==> src/rtl/llmint8_pkg.sv <==
// Shared definitions for the int8 block quantization datapath.
// Holds the int8 clamp limit, the reciprocal quotient width derivation and
// the quantizer FSM state encoding.
package llmint8_pkg;

  // Largest magnitude an int8 lane may carry; -128 is deliberately unused so
  // the code range is symmetric.
  localparam int INT8_QMAX      = 127;
  localparam int INT8_QMAX_BITS = $clog2(INT8_QMAX + 1);

  // Integer bits of 127/max plus the fractional bits of the reciprocal.
  function automatic int div_width(input int frac_width);
    return INT8_QMAX_BITS + frac_width;
  endfunction

  typedef enum logic [1:0] {
    IDLE,
    DIV,
    MUL,
    OUT
  } quant_state_t;

endpackage

==> src/rtl/seq_restoring_divider.sv <==
// Unsigned radix-2 restoring divider, one quotient bit per cycle, MSB first.
// Latency: DIVIDEND_WIDTH cycles after i_start; o_done is high during the last step.
// Backpressure: none; i_start is accepted whenever asserted and restarts the divider.
//
// Ports:
//   clk, rst        clock and synchronous active-high reset
//   i_start         load i_dividend / i_divisor and begin dividing
//   i_dividend      numerator (DIVIDEND_WIDTH bits)
//   i_divisor       denominator (DIVISOR_WIDTH bits, must be nonzero)
//   o_busy          division in progress
//   o_done          the final quotient bit is written on this clock edge
//   o_quotient      floor(dividend/divisor), valid the cycle after o_done
module seq_restoring_divider #(
  parameter int DIVIDEND_WIDTH = 23,
  parameter int DIVISOR_WIDTH  = 16
) (
  input  logic                      clk,
  input  logic                      rst,
  input  logic                      i_start,
  input  logic [DIVIDEND_WIDTH-1:0] i_dividend,
  input  logic [DIVISOR_WIDTH-1:0]  i_divisor,
  output logic                      o_busy,
  output logic                      o_done,
  output logic [DIVIDEND_WIDTH-1:0] o_quotient
);

  localparam int CNT_W = $clog2(DIVIDEND_WIDTH + 1);

  logic [DIVISOR_WIDTH-1:0]  r_rem;
  // Dividend bits shift out of the top while quotient bits shift in at the bottom.
  logic [DIVIDEND_WIDTH-1:0] r_quo;
  logic [DIVISOR_WIDTH-1:0]  r_div;
  logic [CNT_W-1:0]          r_cnt;
  logic                      r_busy;

  logic [DIVISOR_WIDTH:0]    w_trial;
  logic [DIVISOR_WIDTH:0]    w_diff;
  logic                      w_ge;
  logic [DIVISOR_WIDTH-1:0]  w_rem_next;

  // The remainder stays below the divisor, so the shifted trial value needs
  // only one extra bit and the restored remainder always fits DIVISOR_WIDTH.
  assign w_trial    = {r_rem, r_quo[DIVIDEND_WIDTH-1]};
  assign w_ge       = (w_trial >= {1'b0, r_div});
  assign w_diff     = w_trial - {1'b0, r_div};
  assign w_rem_next = w_ge ? w_diff[DIVISOR_WIDTH-1:0] : w_trial[DIVISOR_WIDTH-1:0];

  always_ff @(posedge clk) begin
    if (rst) begin
      r_rem  <= '0;
      r_quo  <= '0;
      r_div  <= '0;
      r_cnt  <= '0;
      r_busy <= 1'b0;
    end else if (i_start) begin
      r_rem  <= '0;
      r_quo  <= i_dividend;
      r_div  <= i_divisor;
      r_cnt  <= CNT_W'(DIVIDEND_WIDTH);
      r_busy <= 1'b1;
    end else if (r_busy) begin
      r_rem <= w_rem_next;
      r_quo <= {r_quo[DIVIDEND_WIDTH-2:0], w_ge};
      r_cnt <= r_cnt - CNT_W'(1);
      if (r_cnt == CNT_W'(1)) begin
        r_busy <= 1'b0;
      end
    end
  end

  assign o_busy     = r_busy;
  assign o_done     = r_busy && (r_cnt == CNT_W'(1));
  assign o_quotient = r_quo;

endmodule

==> src/rtl/int8_block_quantizer.sv <==
// Block int8 quantizer: scale = 127/max_num via sequential divider, then N parallel
//   multiply-round-saturate lanes; emits int8 block plus max_num for dequant.
// Latency: valid DIV_WIDTH+2 cycles after input handshake (2 if max_num==0); one block in flight.
// Backpressure: outputs held until data_out_ready; data_in_ready returns the cycle after.
//
// Build option: define INT8_QUANT_ROUND_NEAREST_EN to round half away from zero;
// otherwise lanes truncate toward zero. Saturation and timing are the same in both.
//
// Ports:
//   clk, rst                        clock, synchronous active-high reset
//   data_in, max_num                signed block elements and unsigned abs-max
//   data_in_valid / data_in_ready   input handshake
//   data_out, scale_out             int8 results and pass-through max_num
//   data_out_valid / data_out_ready output handshake
module int8_block_quantizer
  import llmint8_pkg::*;
#(
  parameter int IN_WIDTH       = 16,
  parameter int IN_SIZE        = 4,
  parameter int IN_PARALLELISM = 1,
  parameter int FRAC_WIDTH     = 16,
  parameter int OUT_WIDTH      = 8
) (
  input  logic                                                clk,
  input  logic                                                rst,
  input  logic [IN_SIZE*IN_PARALLELISM-1:0][IN_WIDTH-1:0]     data_in,
  input  logic [IN_WIDTH-1:0]                                 max_num,
  input  logic                                                data_in_valid,
  output logic                                                data_in_ready,
  output logic [IN_SIZE*IN_PARALLELISM-1:0][OUT_WIDTH-1:0]    data_out,
  output logic [IN_WIDTH-1:0]                                 scale_out,
  output logic                                                data_out_valid,
  input  logic                                                data_out_ready
);

  localparam int N          = IN_SIZE * IN_PARALLELISM;
  localparam int DIV_WIDTH  = div_width(FRAC_WIDTH);
  localparam int PROD_WIDTH = IN_WIDTH + DIV_WIDTH + 1;

  // 127 in fixed point with FRAC_WIDTH fractional bits.
  localparam logic [DIV_WIDTH-1:0] DIV_DIVIDEND = DIV_WIDTH'(INT8_QMAX) << FRAC_WIDTH;

  quant_state_t                          r_state;
  logic [N-1:0][IN_WIDTH-1:0]            r_data;
  logic [IN_WIDTH-1:0]                   r_max;
  logic [N-1:0][OUT_WIDTH-1:0]           r_data_out;
  logic [IN_WIDTH-1:0]                   r_scale_out;
  logic                                  r_out_valid;
  logic                                  r_in_ready;

  logic                                  w_in_fire;
  logic                                  w_div_start;
  logic                                  w_div_busy;
  logic                                  w_div_done;
  logic [DIV_WIDTH-1:0]                  w_div_quo;
  logic [DIV_WIDTH-1:0]                  w_recip;
  logic [N-1:0][OUT_WIDTH-1:0]           w_lane_q;

  // r_in_ready is only ever high in IDLE, so the handshake alone implies IDLE.
  assign w_in_fire   = data_in_valid && r_in_ready;
  assign w_div_start = w_in_fire && (max_num != '0);

  seq_restoring_divider #(
    .DIVIDEND_WIDTH (DIV_WIDTH),
    .DIVISOR_WIDTH  (IN_WIDTH)
  ) u_div (
    .clk        (clk),
    .rst        (rst),
    .i_start    (w_div_start),
    .i_dividend (DIV_DIVIDEND),
    .i_divisor  (max_num),
    .o_busy     (w_div_busy),
    .o_done     (w_div_done),
    .o_quotient (w_div_quo)
  );

  // An all-zero block skips the divider, whose quotient still holds the
  // previous block's value, so force the reciprocal to zero here.
  assign w_recip = (r_max == '0) ? '0 : w_div_quo;

  // One lane: sign-magnitude scaling so rounding/truncation is symmetric about zero.
  function automatic logic [OUT_WIDTH-1:0] quant_lane(
    input logic signed [IN_WIDTH-1:0] x,
    input logic        [DIV_WIDTH-1:0] recip
  );
    logic signed [PROD_WIDTH-1:0] xe;
    logic signed [PROD_WIDTH-1:0] re;
    logic signed [PROD_WIDTH-1:0] p;
    logic        [PROD_WIDTH-1:0] mag;
    logic        [PROD_WIDTH-1:0] scaled;
    logic        [OUT_WIDTH-1:0]  sat;
    xe  = PROD_WIDTH'(x);
    re  = PROD_WIDTH'($signed({1'b0, recip}));
    p   = xe * re;
    mag = p[PROD_WIDTH-1] ? -p : p;
`ifdef INT8_QUANT_ROUND_NEAREST_EN
    scaled = (mag + (PROD_WIDTH'(1) << (FRAC_WIDTH - 1))) >> FRAC_WIDTH;
`else
    scaled = mag >> FRAC_WIDTH;
`endif
    // Clamp the magnitude before reapplying the sign so -128 cannot appear.
    if (scaled > PROD_WIDTH'(INT8_QMAX)) begin
      sat = OUT_WIDTH'(INT8_QMAX);
    end else begin
      sat = scaled[OUT_WIDTH-1:0];
    end
    return p[PROD_WIDTH-1] ? -sat : sat;
  endfunction

  always_comb begin
    w_lane_q = '0;
    for (int i = 0; i < N; i++) begin
      w_lane_q[i] = quant_lane(r_data[i], w_recip);
    end
  end

  always_ff @(posedge clk) begin
    if (rst) begin
      r_state     <= IDLE;
      r_data      <= '0;
      r_max       <= '0;
      r_data_out  <= '0;
      r_scale_out <= '0;
      r_out_valid <= 1'b0;
      r_in_ready  <= 1'b1;
    end else begin
      case (r_state)
        IDLE: begin
          if (w_in_fire) begin
            r_data     <= data_in;
            r_max      <= max_num;
            r_in_ready <= 1'b0;
            r_state    <= (max_num == '0) ? MUL : DIV;
          end
        end
        DIV: begin
          // The idle-divider escape keeps the FSM from stalling if the
          // divider was ever left stopped while we are in DIV.
          if (w_div_done || !w_div_busy) begin
            r_state <= MUL;
          end
        end
        MUL: begin
          r_data_out  <= w_lane_q;
          r_scale_out <= r_max;
          r_out_valid <= 1'b1;
          r_state     <= OUT;
        end
        OUT: begin
          if (data_out_ready) begin
            r_out_valid <= 1'b0;
            r_in_ready  <= 1'b1;
            r_state     <= IDLE;
          end
        end
        default: begin
          r_state <= IDLE;
        end
      endcase
    end
  end

  assign data_in_ready  = r_in_ready;
  assign data_out       = r_data_out;
  assign scale_out      = r_scale_out;
  assign data_out_valid = r_out_valid;

endmodule

==> config.mk <==
export PLATFORM = sky130hd
export DESIGN_NAME = int8_block_quantizer
export DESIGN_NICKNAME = d
export VERILOG_FILES = /design/src/rtl/llmint8_pkg.sv /design/src/rtl/seq_restoring_divider.sv /design/src/rtl/int8_block_quantizer.sv
export SDC_FILE = /design/constraint.sdc
export NUM_CORES = 2
export LEC_CHECK = 0
export ABC_AREA = 1
export BUFFER_PORTS_ARGS = -buffer_cell sky130_fd_sc_hd__buf_2
export CORE_UTILIZATION = 45
export CTS_CLUSTER_SIZE = 10
export DETAILED_ROUTE_END_ITERATION = 10
export HOLD_SLACK_MARGIN = 0.15
export PLACE_DENSITY = 0.57
export REMOVE_ABC_BUFFERS = 1
export SLEW_MARGIN = 15
export SYNTH_ARGS = -nofsm -noshare
export SYNTH_HDL_FRONTEND = slang
export SYNTH_SLANG_ARGS = --single-unit
==> constraint.sdc <==
create_clock -name clk -period 12.1 [get_ports clk]
set_clock_uncertainty 0.05 [all_clocks]
set_input_delay 1.21 -clock clk [delete_from_list [all_inputs] [get_ports clk]]
set_output_delay 1.21 -clock clk [all_outputs]
set_load 0.05 [all_outputs]
==> run metrics <==
Starting DRT DRC Count between 4000 and 5000; Slew Limit Fails 0; grt ovf 0; syn_area_per_cell 7.05 µm²; final hold violations 0; total of max-cap violations 0; WP data required approximately 12 ns; CTS Buf Count 17; Pwr per Cell Area 151 nW/µm²; CTS max path bufs 2; CTS resizes 0; core area 140000 µm²; FFs w/ async S/R, synth 0%; clock slew at reported path FFs 0.10 ns; Crit-path slowest cell inv_1; Worst R2R Setup Slack 1.86 ns; r2r startpoint r_max[2]; Hold Path Class reg2reg; most common cell type on the critical path nand2_1; Die ar. 144000 µm²; largest area contributor in the netlist fa_1; Setup TNS 0 ns; Die W 379 µm; CTS Hold Bufs 0; Final Cell Area 66900 µm²; CP Max Fanout 35; routed via count 56429; share of cells above drive strength 1 4.62%; vias in the first global route 58572; Num Clock Sinks a little under 200; WHS Endpoint u_div.r_div[8]; Synth Flop Type dfxtp_1; dpl cell area 66300 µm²; H-tree depth 4; post-synthesis cell type count 57; pin count of the biggest net entering global routing 80; internal power 3.63 mW; Seq pwr share 11.0%; net switching share of the total power 64.2%; Ports 134; Worst-Skew Late Latency 0.55 ns; WL final between 200000 and 250000 µm; initial antenna violation count 1; dpl cells 10819; combinational power share 82.1%; Crit. End Element flip-flop; Avg WL per Cell 19.6 µm; DRT Pass-1 Iters 6; # setup viols final 0; vias per cell 5.20; Least-Margin Pin Slew 1.19 ns; final critical-path setup slack 1.86 ns; Relative slew margins 20.6%; CP Launch Type flip-flop; R2R cell count 47; die height 379 µm; antenna viol nets, final 0; status complete, no violations; count leader, synth nand2_1; critical path arrival 10.63 ns; final hold slack 0.420 ns; Yosys top cell area share 36.6%; sw power 6.50 mW; commonest cells in the synthesized netlist nand2_1, inv_1, fa_1, nor2_1, ha_1; pre-CTS setup slack 1.96 ns; total track usage 30.6%; power after layout just over 10 mW; Util after Layout 47.7%; hold path depth 2; LEAKAGE 35.3 nW; drt drc 0; Placer Congestion 0.953; Post-Syn Area 63900 µm²; Filler Cell Count 14653; setup bufs post-CTS 0; Peak supply drop 135 µV; hold_sp u_div.r_div[8]; initial core utilization 45.6%; Synth Register Bits 193; Seq/Total Area, Yosys 6.05%; clock share of power 6.8%; post-DP HPWL 167000 µm; area grow syn2layout 4.71%; yosys warns 0; unrepaired setup endpoints after global routing false; largest stage delay on the critical path 0.87 ns; # nets final 10786; Final Cycle Share a little over four fifths; WS Path Type reg2reg; Achievable Freq 0.0977 GHz; Mapped Cells 9061; Cell Rows about 140; Port Buffers 133; CTS tree yes; top post-synthesis cells by area fa_1, nand2_1, inv_1; number of synthesized flops with an enable pin 0; reg2reg end data_out[22]; Non-Filler Instances 10852; first-pass GRT wire length 335000 µm; Tmin final between 10 and 15 ns; CTS root buffer clkbuf_16
metal layers:
layer / up-vias / part of all wire (%) / GRT usage (%)
met2: 1922 / 47 / 51.3
met1: 27639 / 43 / 40.1
met3: 371 / 6.9 / 4.78
met5: - / 0.0061 / 0
li1: 26495 / - / -
met4: 2 / 3.6 / 9.95
area by class of cell:
class	instances	area [µm²]	share of cell area [%]
repair buffers	212	1260	1.88
well taps	1876	2350	3.51
diodes	1	2.50	0.00374
inverters	2132	8010	12.0
clock inverters	15	219	0.327
clock buffers	17	425	0.636
multi-input cells	6406	50800	75.9
flip-flops and latches	193	3860	5.77
worst max-delay path: cells and delay by family, from the launching register on:
kind,cells,cell delay (ns)
AOI/OAI and AO/OA,1,0.33
xor gates and xnor gates,1,0.72
adders and majority gates,8,3.37
buffers and inverters,8,2.08
DFF,1,0.36
and+or+nand+nor,29,3.20
power groups by stage:
stage,Sequential (mW),Combinational (mW),Clock (mW)
after CTS,1.10,8.32,0.713
final,1.12,8.32,0.693
after global placement,1.12,8.24,0
after floorplan,1.16,5.53,0
after detailed placement,1.12,8.24,0
after global routing,1.13,9.36,0.729
state kept, by name, indices dropped and copies added (netlist names):
register,count
data_in_ready,1
data_out,32
data_out_valid,1
r_data,64
r_max,16
r_state,2
scale_out,16
u_div.o_busy,1
u_div.o_quotient,23
u_div.r_cnt,5
u_div.r_div,16
u_div.r_rem,16
kinds of logic (layout without fill, tap and decap cells):
family | count (synthesis) | count (layout) | synth area share (%)
other | 0 | 1 | 0
flip-flops | 193 | 193 | 6.05
XOR/XNOR | 77 | 77 | 1.13
buffers and inverters | 2462 | 2376 | 14.6
AO/OA/AOI/OAI | 627 | 627 | 5.26
adder cells (fa/ha/maj) | 1740 | 1740 | 47.8
AND/OR/NAND/NOR | 3962 | 3962 | 25.2
layout by cell type, fill, tap and decap left out, drive strengths merged, types with 2 or more instances in the layout:
cell and n:
a211oi 2, a21boi 2, a21o 7, a21oi 305, a31oi 24, and2 3
and3 5, buf 212, clkbuf 17, clkinv 20, dfxtp 193, fa 1169
ha 571, inv 2127, nand2 2274, nand3 353, nand3b 32, nand4 64
nor2 1181, nor3 29, nor4 9, o211ai 21, o21a 8, o21ai 232
o21bai 19, or2 9, xnor2 20, xor2 57
how the worst max path moves through the flow:
| stage | startpoint | slack [ns] | end |
|---|---|---|---|
| 3_5_place_dp | r_max[9] | 1.96 | data_out[22] |
| 4_1_cts | r_max[9] | 1.92 | data_out[22] |
| 2_1_floorplan | r_max[5] | 2.39 | data_out[2] |
| 3_3_place_gp | r_max[6] | 2.08 | data_out[30] |
| 6_report | r_max[2] | 1.86 | data_out[22] |
| 5_1_grt | r_max[9] | 1.14 | data_out[22] |
Power figures use the tool's default switching activity.
